<file path="config.mk">
export PLATFORM = sky130hd
export DESIGN_NAME = mod_updown_counter
export DESIGN_NICKNAME = d
export VERILOG_FILES = /design/src/rtl/counter_pkg.sv /design/src/rtl/dff_ar.sv /design/src/rtl/mod_updown_counter.sv
export SDC_FILE = /design/constraint.sdc
export NUM_CORES = 1
export LEC_CHECK = 0
export BUFFER_PORTS_ARGS = -buffer_cell sky130_fd_sc_hd__buf_4
export CAP_MARGIN = 0
export CORE_AREA = 2 2 39 41
export DETAILED_ROUTE_END_ITERATION = 12
export DIE_AREA = 0 0 41 43
export MAX_ROUTING_LAYER = met4
export SLEW_MARGIN = 0
export SYNTH_ARGS = -nofsm -noshare
export SYNTH_HDL_FRONTEND = slang
export SYNTH_SLANG_ARGS = --single-unit
export TNS_END_PERCENT = 5
</file>
<file path="constraint.sdc">
create_clock -name i_clk -period 4.8 [get_ports i_clk]
set_clock_uncertainty 0.1 [all_clocks]
set_input_delay 0.48 -clock i_clk [delete_from_list [all_inputs] [get_ports i_clk]]
set_output_delay 0.48 -clock i_clk [all_outputs]
set_load 0.02 [all_outputs]
</file>
<file path="src/rtl/counter_pkg.sv">
// Shared constants and helpers for the counter designs.
//   MOD_BCD / MOD_HEX : common modulus choices
//   DIR_UP / DIR_DN   : encodings of the up_dn direction input
//   clog2()           : ceiling log2, usable in parameter expressions
package counter_pkg;

  localparam int   MOD_BCD = 10;
  localparam int   MOD_HEX = 16;
  localparam logic DIR_UP  = 1'b1;
  localparam logic DIR_DN  = 1'b0;

  function automatic int clog2(input int n);
    int r;
    int v;
    r = 0;
    v = n - 1;
    while (v > 0) begin
      r = r + 1;
      v = v >> 1;
    end
    return r;
  endfunction

endpackage

</file>
<file path="src/rtl/dff_ar.sv">
// 1-bit edge-triggered D flip-flop with asynchronous active-low clear.
//   i_clk   : clock, captures on rising edge
//   i_clr_n : async clear, active low, forces o_q to 0
//   i_d     : data in
//   o_q     : registered data out
module dff_ar (
  input  logic i_clk,
  input  logic i_clr_n,
  input  logic i_d,
  output logic o_q
);

  always_ff @(posedge i_clk or negedge i_clr_n) begin
    if (!i_clr_n) o_q <= 1'b0;
    else          o_q <= i_d;
  end

endmodule

</file>
<file path="src/rtl/mod_updown_counter.sv">
// Modulo-N up/down counter with parallel load, enable prescaler and
// combinational terminal count for cascading digits. Every state bit
// is one dff_ar; all next-state logic lives here.
//   i_clk      : clock
//   i_clear_n  : async active-low reset of all state
//   i_en       : count enable, feeds the prescaler
//   i_up_dn    : direction, 1 = up, 0 = down
//   i_load     : synchronous load (beats a tick in the same cycle)
//   i_load_val : value to load, clamped to MODULUS-1
//   o_q        : current count
//   o_tc       : terminal count, combinational, drives next digit's en
//   o_wrap     : one-cycle pulse after a wrap-around edge
//   o_load_err : last load was clamped
module mod_updown_counter
  import counter_pkg::*;
#(
  parameter int WIDTH    = 4,
  parameter int MODULUS  = MOD_BCD,
  parameter int PRESCALE = 1
) (
  input  logic             i_clk,
  input  logic             i_clear_n,
  input  logic             i_en,
  input  logic             i_up_dn,
  input  logic             i_load,
  input  logic [WIDTH-1:0] i_load_val,
  output logic [WIDTH-1:0] o_q,
  output logic             o_tc,
  output logic             o_wrap,
  output logic             o_load_err
);

  // Prescaler keeps at least one bit so PRESCALE=1 still elaborates;
  // in that case it stays 0 and the tick degenerates to i_en.
  localparam int PW = (clog2(PRESCALE) < 1) ? 1 : clog2(PRESCALE);
  localparam int NS = WIDTH + PW + 2;

  localparam logic [WIDTH-1:0] Q_MAX    = WIDTH'(MODULUS - 1);
  localparam logic [PW-1:0]    PRE_LAST = PW'(PRESCALE - 1);
  // One extra bit so MODULUS = 2^WIDTH is representable.
  localparam logic [WIDTH:0]   MOD_EXT  = (WIDTH+1)'(MODULUS);

  logic [WIDTH-1:0] r_q, w_q_d;
  logic [PW-1:0]    r_pre, w_pre_d;
  logic             r_wrap, w_wrap_d;
  logic             r_err, w_err_d;
  logic             w_tick, w_at_end, w_clamp;
  logic [NS-1:0]    w_d, r_state;

  assign w_tick   = i_en & (r_pre == PRE_LAST);
  assign w_at_end = (i_up_dn == DIR_UP) ? (r_q == Q_MAX) : (r_q == '0);
  assign w_clamp  = ({1'b0, i_load_val} >= MOD_EXT);

  always_comb begin
    w_q_d    = r_q;
    w_pre_d  = r_pre;
    w_wrap_d = 1'b0;
    w_err_d  = r_err;
    if (i_load) begin
      w_q_d   = w_clamp ? Q_MAX : i_load_val;
      w_pre_d = '0;
      w_err_d = w_clamp;
    end else begin
      if (i_en) w_pre_d = w_tick ? '0 : r_pre + 1'b1;
      if (w_tick) begin
        if (w_at_end) begin
          w_q_d    = (i_up_dn == DIR_UP) ? '0 : Q_MAX;
          w_wrap_d = 1'b1;
        end else begin
          w_q_d = (i_up_dn == DIR_UP) ? r_q + 1'b1 : r_q - 1'b1;
        end
      end
    end
  end

  assign w_d = {w_err_d, w_wrap_d, w_pre_d, w_q_d};
  assign {r_err, r_wrap, r_pre, r_q} = r_state;

  dff_ar u_ff [NS-1:0] (
    .i_clk   (i_clk),
    .i_clr_n (i_clear_n),
    .i_d     (w_d),
    .o_q     (r_state)
  );

  assign o_q        = r_q;
  assign o_wrap     = r_wrap;
  assign o_load_err = r_err;
  assign o_tc       = w_tick & w_at_end;

endmodule

</file>
# After elaboration in Yosys (flattened, before gate mapping)
# Index checks and enable logic that the tools add are counted.
[op_classes]
addsub = 3
eq_ne = 1
n_reduce_logical = 3
muxes = 13
order_cmp = 1
bitwise_logic = 3
[op_table]
columns = ["cell", "count"]
rows = [
  ["$mux 4", 6],
  ["$mux 1", 7],
  ["$add 4x1->4 const B", 1],
  ["$eq 4x4->1 const B", 1],
  ["$ge 4x4->1 const B", 1],
  ["$logic_not 4->1", 1],
  ["$reduce_bool 2->1", 2],
  ["$sub 4x1->4 const B", 1],
  ["$and 1x1->1", 2],
  ["$add 1x1->1 const B", 1],
  ["$not 1->1", 1],
]
[totals]
ff_bits = 7
elab_cells = 31
inputBits = 9
out_inout_bits = 7

# Depth between registers and ports, before layout
# Gate-level depths: netlist of run 1.
[logic_depth]
word_depth = 5
ltp_mapped = 6

# Modules after synthesis
# A second synthesis of run 1 with hierarchy kept.
[hier_totals]
hier_cells = 50
hier_area_um2 = 484.2
[modules_own_cells]
columns = ["module", "cells_per_inst", "area_each_um2", "n_inst", "seq_area_each_um2"]
rows = [
  ["mod_updown_counter", 43, 309.0, 1, 0.0],
  ["dff_ar", 1, 25.0, 7, 25.0],
]

# Worst setup path after synthesis of run 1
# No wires, ideal clock.
[synth_path]
path_kind = "register to output"
start = "register u_ff[0].o_q"
end = "output port o_tc"
arrival_ns = 1.099
path_slack_ns = 3.121
path_stages_with_launch = 4
n_path_buf = 0
cell_sequence = "dfrtp_1 > nor3_2 > o21ai_2 > nor2_1"
[synth_via]
elab_chain_len = 3
elab_cells_between_ends = 4
classes_between = "eq/ne: 1; mux: 1; bitwise: 1; reduce/logical: 1"
[synth_lines]
columns = ["item", "line", "source"]
rows = [
  ["start, declared", "dff_ar.sv:10", "output logic o_q"],
  ["start signal, assigned", "dff_ar.sv:15", "else o_q <= i_d;"],
  ["$eq 4x4->1 / $logic_not 4->1 (equally long branches)", "mod_updown_counter.sv:51", "assign w_at_end = (i_up_dn == DIR_UP) ? (r_q == Q_MAX) : (r_q == '0);"],
  ["$mux 1 *", "mod_updown_counter.sv:51", ""],
  ["$and 1x1->1 *", "mod_updown_counter.sv:89", "assign o_tc = w_tick & w_at_end;"],
  ["end, declared", "mod_updown_counter.sv:28", "output logic o_tc,"],
]
# Mark *: on every way between the ends. The rest lies on a longest branch, timed or not.

# Worst setup path after layout of run 1
# Ends and elaborated chain as after synthesis.

==> results of run 1 <==
worst paths after layout:
check	startpoint	to	depth (start not counted)
max	u_ff[0].o_q	o_tc	4
min	i_en	u_ff[4].o_q	2
max reg2reg	u_ff[0].o_q	u_ff[2].o_q	5
min reg2reg	u_ff[6].o_q	u_ff[6].o_q	1
max in group asynchronous	i_clear_n	u_ff[0].o_q	2
min in group asynchronous	i_clear_n	u_ff[1].o_q	2
metrics by stage:
stage          hold slack, ns  setup slack (ns)
2_1_floorplan          0.0844              3.12
3_3_place_gp            0.198              2.93
3_5_place_dp            0.200              2.95
4_1_cts                 0.287              2.82
5_1_grt                 0.289              2.75
6_report                0.298              2.83
routing by layer:
| layer | up-vias | GRT usage | share of wire |
|---|---|---|---|
| li1 | 203 | - | - |
| met4 | 0 | 0.120 | 0.016 |
| met5 | - | - | 0 |
| met3 | 2 | 0.0157 | 0.042 |
| met1 | 185 | 0.169 | 0.47 |
| met2 | 9 | 0.209 | 0.47 |
cells in the mapped netlist, drive strengths merged:
library cell	instances
fa	1
xor2	1
ha	2
dfrtp	7
nand2	2
nor3b	1
xnor2	3
nand2b	3
nor2	5
a21oi	4
a21o	2
a221oi	1
buf	6
and3	1
o21a	1
a32oi	1
o21ai	3
nand4b	1
a22oi	1
nor3	2
mux2	1
inv	2
repair_timing:
action                                 4_1_cts  5_1_grt
endpoints found under the hold margin        7        0
gates resized for setup                      0        0
hold buffers                                 1        0
worst reg2reg max path, delay by kind of cell, from the launching register on:
family,cells,cell delay [ns]
xor+xnor,1,0.17
flops,1,0.47
fa+ha+maj,1,0.44
compound gates,2,0.28
simple gates,1,0.06
logic make-up (layout without fill, tap and decap cells):
| kind of cell | Yosys count | after routing | share of synthesized area |
|---|---|---|---|
| XOR/XNOR | 4 | 4 | 0.0702 |
| multiplexers | 1 | 1 | 0.0226 |
| buffers and inverters | 8 | 22 | 0.0952 |
| AND/OR/NAND/NOR | 15 | 15 | 0.175 |
| flip-flops | 7 | 7 | 0.351 |
| AO/OA/AOI/OAI | 13 | 13 | 0.195 |
| adder cells (fa/ha/maj) | 3 | 3 | 0.0902 |
power groups by stage:
stage                     combinational, uW  clock, uW  sequential, uW
after global routing                   82.2       59.9            77.7
after CTS                              75.8       55.8            76.8
after global placement                 74.6          0            77.8
final                                  74.9       52.7            76.8
after floorplan                        56.6          0            77.2
after detailed placement               74.5          0            77.9
final cells by class:
type	count	share of cell area
Multi-Input combinational cell	36	0.439
Sequential cell	7	0.278
Timing Repair Buffer	16	0.195
Clock buffer	3	0.0358
Tap cell	16	0.0318
Inverter	2	0.0119
Clock inverter	1	0.00795
==> impl_metrics.yaml, run 1 <==
status:
  status: "complete, no violations"
power:
  ir_drop_uv: 160
  sw_frac_of_total: 0.342
  pwr-share-seq: 0.376
  combinationalPowerShare: 0.366
  leakagePower_uw: 0.000298
  power.share.clock: 0.258
  power_switching_uw: 70.0
  finalPower_uw: 204
  powerDensity_nw_per_um2: 325
  p_int_uw: 134
clock_network:
  cts_tree: "built"
  numClockSinks: 7
  cts_max_level: 1
  clk_latency_ns: 0.25
  cts-root-buf: "clkbuf_4"
  cts_max_path_buffers: 2
  cts_made_buffers: 3
  cts_setup_buffers: 0
  clk_pin_slew_ns: 0.06
worst_setup_path:
  critPathMaxFanout: 6
  critPathMaxStageDelay_ns: 0.47
  r2r_setup_slack_ns: 3.17
  worst-setup-path-type: "flip-flop to output port"
  cp_cell_sequence: "and3_4, o21ai_2, nor2_1, buf_4"
  arrival_ns: 1.39
  cpLargestDelayFamily: "flip-flops"
  path_buf_inv: 1
  cp.required_ns: 4.22
  cp_slowest_cell: "dfrtp_1"
  worstSetupStartpointType: "flip-flop"
  worstSetupEndpointType: "output port"
cells_and_area:
  finalNonFillerCells: 81
  final_cell_mix: "buf_4, dfrtp_1, nor2_1"
  reg_top3: "u_ff.o_q (7)"
  largest_register: "u_ff.o_q"
  register_area_um2: 175
  diodes: 0
  final_net_count: 78
  mostFrequentLayoutCell: "buf_4"
  final_area_um2: 629
  synthToLayoutAreaGrowth_pct: 26.1
  filler_cell_count: 149
  drive_above_1_share: 0.385
  multi_input_area_um2: 277
  fin_util: 0.455
  largest_reg_flops: 7
synthesis:
  syn_inst: 51
  yosysWarnings: 0
  synth_fp_nets: 63
  yosys.area.top_type: "dfrtp_1"
  yosysUniqueCellTypes: 26
  ys_ff_latch: 7
  seq_area_frac_synth: 0.351
  synth_top_area_frac: 0.351
  netlist_area_um2: 499
  ys_top_cells_by_area: "dfrtp_1, buf_4, xnor2_1, ha_1, a21oi_1"
  syn_area_per_cell_um2: 9.79
routing:
  drt_pre_antenna_iters: 4
  drt_wl_total_um: 943
  vias_per_cell: 4.93
  ant_nets: 0
  drc: 0
  vias: 399
  drt_iter0_markers: 2
  wire_per_inst_um: 11.6
floorplanning:
  core-area_um2: 1380
  die_h_um: 43
  pin_count: 16
  die_x_um: 41
  rows: 14
  fp.dieArea_um2: 1760
  initial_core_util: 0.361
sta:
  setup_viol: 0
  min_period_ns: 1.97
  slew_headroom: 0.783
  hold_viol_final: 0
  fin_crit_sh: 0.409
  tightestPinTransition_ns: 0.325
  finalSetupTns_ns: 0
  slew_violations: 0
  fmax_ghz: 0.509
  rsz0062_at_grt: "no"
global_route:
  grt_pass1_wl_um: 1610
  grt_max_degree: 14
  grt_pass1_vias: 394
  track_usage: 0.144
  overflow: 0
  antenna_found_initial: 0
place:
  dp_hpwl_um: 730
  port_buffers: 15
  placedCellCount: 76
  dpl_cell_area_um2: 592
  gp_congestion: 0.681
job:
  cap_viol_max_count: 0
min_path:
  min_path_type: "input port to flip-flop"
Power figures use the tool's default switching activity.
==> run 2, diff against run 1 <==
==> constraint.sdc (replaced) <==
create_clock -name i_clk -period 2.05 [get_ports i_clk]
set_clock_uncertainty 0.1 [all_clocks]
set_input_delay 0.205 -clock i_clk [delete_from_list [all_inputs] [get_ports i_clk]]
set_output_delay 0.205 -clock i_clk [all_outputs]
set_load 0.02 [all_outputs]
==> run 2 against run 1 <==
Effect of this change:
- clock power increased by 130%
- combinational power rose by 130%
- die area did not move
- power up 130%
- via count is 2.0% lower
- final area down 0.20%
- core utilization shrank 0.090 points
- sequential power increased by 130%
- largest power group unchanged
==> impl_metrics.yaml, run 2 (synthesis gave the netlist of run 1 again) <==
status:
  status: "complete, no violations"
floorplanning:
  core-area_um2: 1380
  initial_core_util: 0.361
  die_x_um: 41
  fp.dieArea_um2: 1760
  die_h_um: 43
  pin_count: 16
  rows: 14
min_path:
  worstHoldStart: "i_en"
  hold_path_end: "u_ff[4].o_q"
  min_path_type: "input port to flip-flop"
  hold_path_depth: 2
power:
  leakagePower_uw: 0.000295
  finalPower_uw: 477
  powerDensity_nw_per_um2: 759
  ir_drop_uv: 305
cells_and_area:
  reg_top3: "u_ff.o_q (7)"
  final_cell_mix: "buf_4, dfrtp_1, nor2_1"
  final_net_count: 78
  filler_cell_count: 148
  largest_register: "u_ff.o_q"
  drive_above_1_share: 0.369
  register_area_um2: 175
  mostFrequentLayoutCell: "buf_4"
  final_area_um2: 628
  synthToLayoutAreaGrowth_pct: 25.8
  largest_reg_flops: 7
  diodes: 0
  multi_input_area_um2: 277
sta:
  worst_slack_ns: 0.348
  setup_viol: 0
  hold_viol_final: 0
  fin_crit_sh: 0.830
  finalSetupTns_ns: 0
  min_period_ns: 1.70
  rsz0062_at_grt: "no"
  slew_violations: 0
  fmax_ghz: 0.588
  tightestPinTransition_ns: 0.337
  slew_headroom: 0.775
job:
  cap_viol_max_count: 0
place:
  dpl_cell_area_um2: 592
  gp_congestion: 0.729
  pre_cts_slack_ns: 0.437
  dp_hpwl_um: 702
  port_buffers: 15
worst_setup_path:
  worst-setup-path-type: "flip-flop to output port"
  r2r_end: "u_ff[2].o_q"
  r2r_cells: 5
  critPathMaxStageDelay_ns: 0.46
  r2r-start: "u_ff[0].o_q"
  cp_cell_sequence: "and3_4, o21ai_2, nor2_1, buf_4"
  cp.required_ns: 1.75
  cp_slowest_cell: "dfrtp_1"
  arrival_ns: 1.40
  worstSetupStartpointType: "flip-flop"
  critPathMaxFanout: 6
  worstSetupEndpointType: "output port"
  r2r_setup_slack_ns: 0.45
global_route:
  overflow: 0
  track_usage: 0.140
  antenna_found_initial: 0
  grt_pass1_wl_um: 1580
  grt_pass1_vias: 358
  grt_max_degree: 14
routing:
  vias: 391
  drt_iter0_markers: 4
  drt_pre_antenna_iters: 4
  ant_nets: 0
  drt_wl_total_um: 898
  vias_per_cell: 4.83
  drc: 0
  wire_per_inst_um: 11.1
clock_network:
  cts_tree: "built"
  numClockSinks: 7
  cts_setup_buffers: 0
  cts_max_path_buffers: 2
  cts-root-buf: "clkbuf_4"
  clk_pin_slew_ns: 0.05
  cts_made_buffers: 3
  cts_max_level: 1
  clk_latency_ns: 0.25
run 2: changes by cell type in the layout (fill, tap and decap cells not counted):
cell	change
clkbuf_1	+1
clkinv_2	-1
run 2: critical path, delay by kind of cell, from the launching register on:
family,cells,cell delay (ns)
simple gates,2,0.29
buf+inv,1,0.17
compound gates,1,0.24
flops,1,0.46
run 2: area by class of cell:
class                           count  share of cell area
Clock buffer                        4              0.0418
Sequential cell                     7               0.279
Inverter                            2              0.0120
Timing Repair Buffer               16               0.195
Multi-Input combinational cell     36               0.440
Tap cell                           16              0.0319
run 2: through the flow:
stage | hold slack [ns] | util | instances
final | 0.0261 | 0.454 | 81
after global routing | 0.0185 | 0.454 | 81
after CTS | 0.0159 | 0.454 | 81
after detailed placement | -0.0748 | 0.428 | 76
after global placement | -0.0768 | 0.428 | 76
after floorplan | -0.191 | - | 51
run 2: worst max path at each step:
stage	cells past startpoint	end	from
2_1_floorplan	5	u_ff[2].o_q	u_ff[0].o_q
3_3_place_gp	5	u_ff[2].o_q	u_ff[0].o_q
3_5_place_dp	5	u_ff[2].o_q	u_ff[0].o_q
4_1_cts	4	o_tc	u_ff[0].o_q
5_1_grt	4	o_tc	u_ff[0].o_q
6_report	4	o_tc	u_ff[0].o_q
run 2: layer usage:
layer	share of wire	track usage
met4	0.019	0.120
met3	0.046	0.0314
met5	0	-
met2	0.44	0.169
met1	0.49	0.189
run 2: what timing repair did:
item | in CTS | in global routing
hold buffers | 1 | 0
hold endpoints to repair | 7 | 0
resized for setup | 0 | 0
run 2: power by group:
group          leakage, uW  internal, uW  switching, uW  total, uW
clock            0.0000150          74.1           48.5        123
combinational     0.000193          87.5           86.8        174
sequential       0.0000870           155           24.7        180
total             0.000295           317            160        477
==> run 3, diff against run 2 <==
==> constraint.sdc (replaced) <==
create_clock -name i_clk -period 1.4 [get_ports i_clk]
set_clock_uncertainty 0.1 [all_clocks]
set_input_delay 0.14 -clock i_clk [delete_from_list [all_inputs] [get_ports i_clk]]
set_output_delay 0.14 -clock i_clk [all_outputs]
set_load 0.02 [all_outputs]
==> run 3 against run 2 <==
Effect of this change:
- sequential share of layout area is 4.6 points lower
- via count rose by 12%
- largest power group is now combinational logic
- final area grew 21%
- critical path type unchanged
- hold slack improved by 0.049 ns
- non-clock buffer count rose by 12
- the flow now finishes with violations (setup timing)
- combinational power increased by 120%
- wire length increased by 22%
- power is 69% higher
==> impl_metrics.yaml, run 3 (synthesis gave the netlist of run 1 again) <==
status:
  status: "finished, violations left"
  violations: "setup timing"
worst_setup_path:
  r2r_end: "u_ff[2].o_q"
  worstSetupStartpointType: "flip-flop"
  cp_cell_sequence: "buf_4, and3_4, o21ai_4, nor2_1, buf_4"
  arrival_ns: 1.34
  startpoint: "u_ff[0].o_q"
  crit_top_cell: "buf_4"
  r2r_cells: 6
  worstSetupEndpointType: "output port"
  path_depth: 5
  crit_end: "o_tc"
  cpLargestDelayFamily: "flip-flops"
  path_buf_inv: 2
  cp_slowest_cell: "dfrtp_2"
  r2r-start: "u_ff[0].o_q"
  cp.required_ns: 1.16
  critPathMaxStageDelay_ns: 0.40
  r2r_setup_slack_ns: -0.17
  worst-setup-path-type: "flip-flop to output port"
  critPathMaxFanout: 3
clock_network:
  cts_max_path_buffers: 2
  cts_max_level: 1
  cts-root-buf: "clkbuf_4"
  numClockSinks: 7
  clk_pin_slew_ns: 0.05
  cts_made_buffers: 3
  clk_latency_ns: 0.24
  cts_tree: "built"
floorplanning:
  fp.dieArea_um2: 1760
  pin_count: 16
  die_h_um: 43
  die_x_um: 41
  rows: 14
  initial_core_util: 0.361
  core-area_um2: 1380
sta:
  worst_slack_ns: -0.183
  hold-worst-slack_ns: 0.0751
  min_period_ns: 1.58
  slew_violations: 0
  hold_viol_final: 0
  fmax_ghz: 0.632
  fin_crit_sh: 1.13
  tightestPinTransition_ns: 0.351
  slew_headroom: 0.766
  setup_viol: 4
  rsz0062_at_grt: "yes"
cells_and_area:
  final_net_count: 90
  largest_reg_flops: 7
  mostFrequentLayoutCell: "buf_4"
  synthToLayoutAreaGrowth_pct: 51.6
  filler_cell_count: 135
  diodes: 0
  largest_register: "u_ff.o_q"
  drive_above_1_share: 0.519
  reg_top3: "u_ff.o_q (7)"
  final_cell_mix: "buf_4, dfrtp_1, nor2_1"
  multi_input_area_um2: 312
  register_area_um2: 176
  fin_util: 0.547
power:
  ir_drop_uv: 527
  leakagePower_uw: 0.000360
  powerDensity_nw_per_um2: 1070
  finalPower_uw: 806
min_path:
  hold_path_depth: 2
  min_path_type: "input port to flip-flop"
place:
  port_buffers: 15
  pre_cts_slack_ns: -0.0997
  dp_hpwl_um: 802
  gp_congestion: 0.727
global_route:
  grt_pass1_wl_um: 1980
  overflow: 0
  track_usage: 0.171
  antenna_found_initial: 0
  grt_pass1_vias: 464
  grt_max_degree: 14
routing:
  drt_pre_antenna_iters: 1
  wire_per_inst_um: 11.8
  vias: 437
  drt_iter0_markers: 0
  drt_wl_total_um: 1100
  drc: 0
  ant_nets: 0
  vias_per_cell: 4.70
job:
  cap_viol_max_count: 0
-- run 3: timing repair --
action / 4_1_cts / 5_1_grt
hold endpoints to repair: 8 / 0
hold buffers: 2 / 0
buffers inserted: 3 / 0
cloned: 0 / 0
endpoints found under the setup margin: 4 / 5
pin swaps: 4 / 3
gates resized for setup: 5 / 1
-- run 3: layer usage --
metal | wire (um) | global-route usage | vias to the layer above
li1 | - | - | 226
met1 | 465 | 0.219 | 193
met2 | 525 | 0.231 | 13
met3 | 73 | 0.0314 | 5
met4 | 32 | 0.127 | 0
met5 | 0 | - | -
-- run 3: area by class of cell --
class                      instances  area share
multi-input combinational         36       0.412
inverter                           2     0.00992
timing repair buffer              28       0.284
sequential                         7       0.233
clock buffer                       4      0.0347
tap                               16      0.0264
-- run 3: worst min path at each step --
stage                       start          end  slack (ns)
finish                     i_load  u_ff[4].o_q        0.08
floorplan               i_clear_n  u_ff[0].o_q       -0.26
detailed placement      i_clear_n  u_ff[4].o_q       -0.14
global route               i_load  u_ff[2].o_q        0.08
global placement        i_clear_n  u_ff[4].o_q       -0.14
CTS                 i_load_val[0]  u_ff[0].o_q        0.07
-- run 3: report_power, final --
group | total [uW] | switching [uW] | internal (uW) | leakage, uW
Clock | 179 | 70.2 | 108 | 0.0000150
Combinational | 377 | 177 | 200 | 0.000258
Sequential | 251 | 22.8 | 228 | 0.0000862
-- run 3: per-stage QoR --
step | TNS (ns) | instance area [um^2] | cells
after global placement | -0.344 | 656 | 84
after detailed placement | -0.336 | 656 | 84
final | -0.535 | 757 | 93
after floorplan | -0.0755 | 503 | 51
after CTS | -0.558 | 749 | 93
after global routing | -0.766 | 757 | 93
-- run 3: worst reg2reg max path, cell delays in order, from the launching register on --
cell	delay, ns
dfrtp_2	0.40
buf_4	0.14
fa_2	0.35
xnor2_2	0.12
nor2_1	0.06
a221oi_2	0.24
a21oi_1	0.06
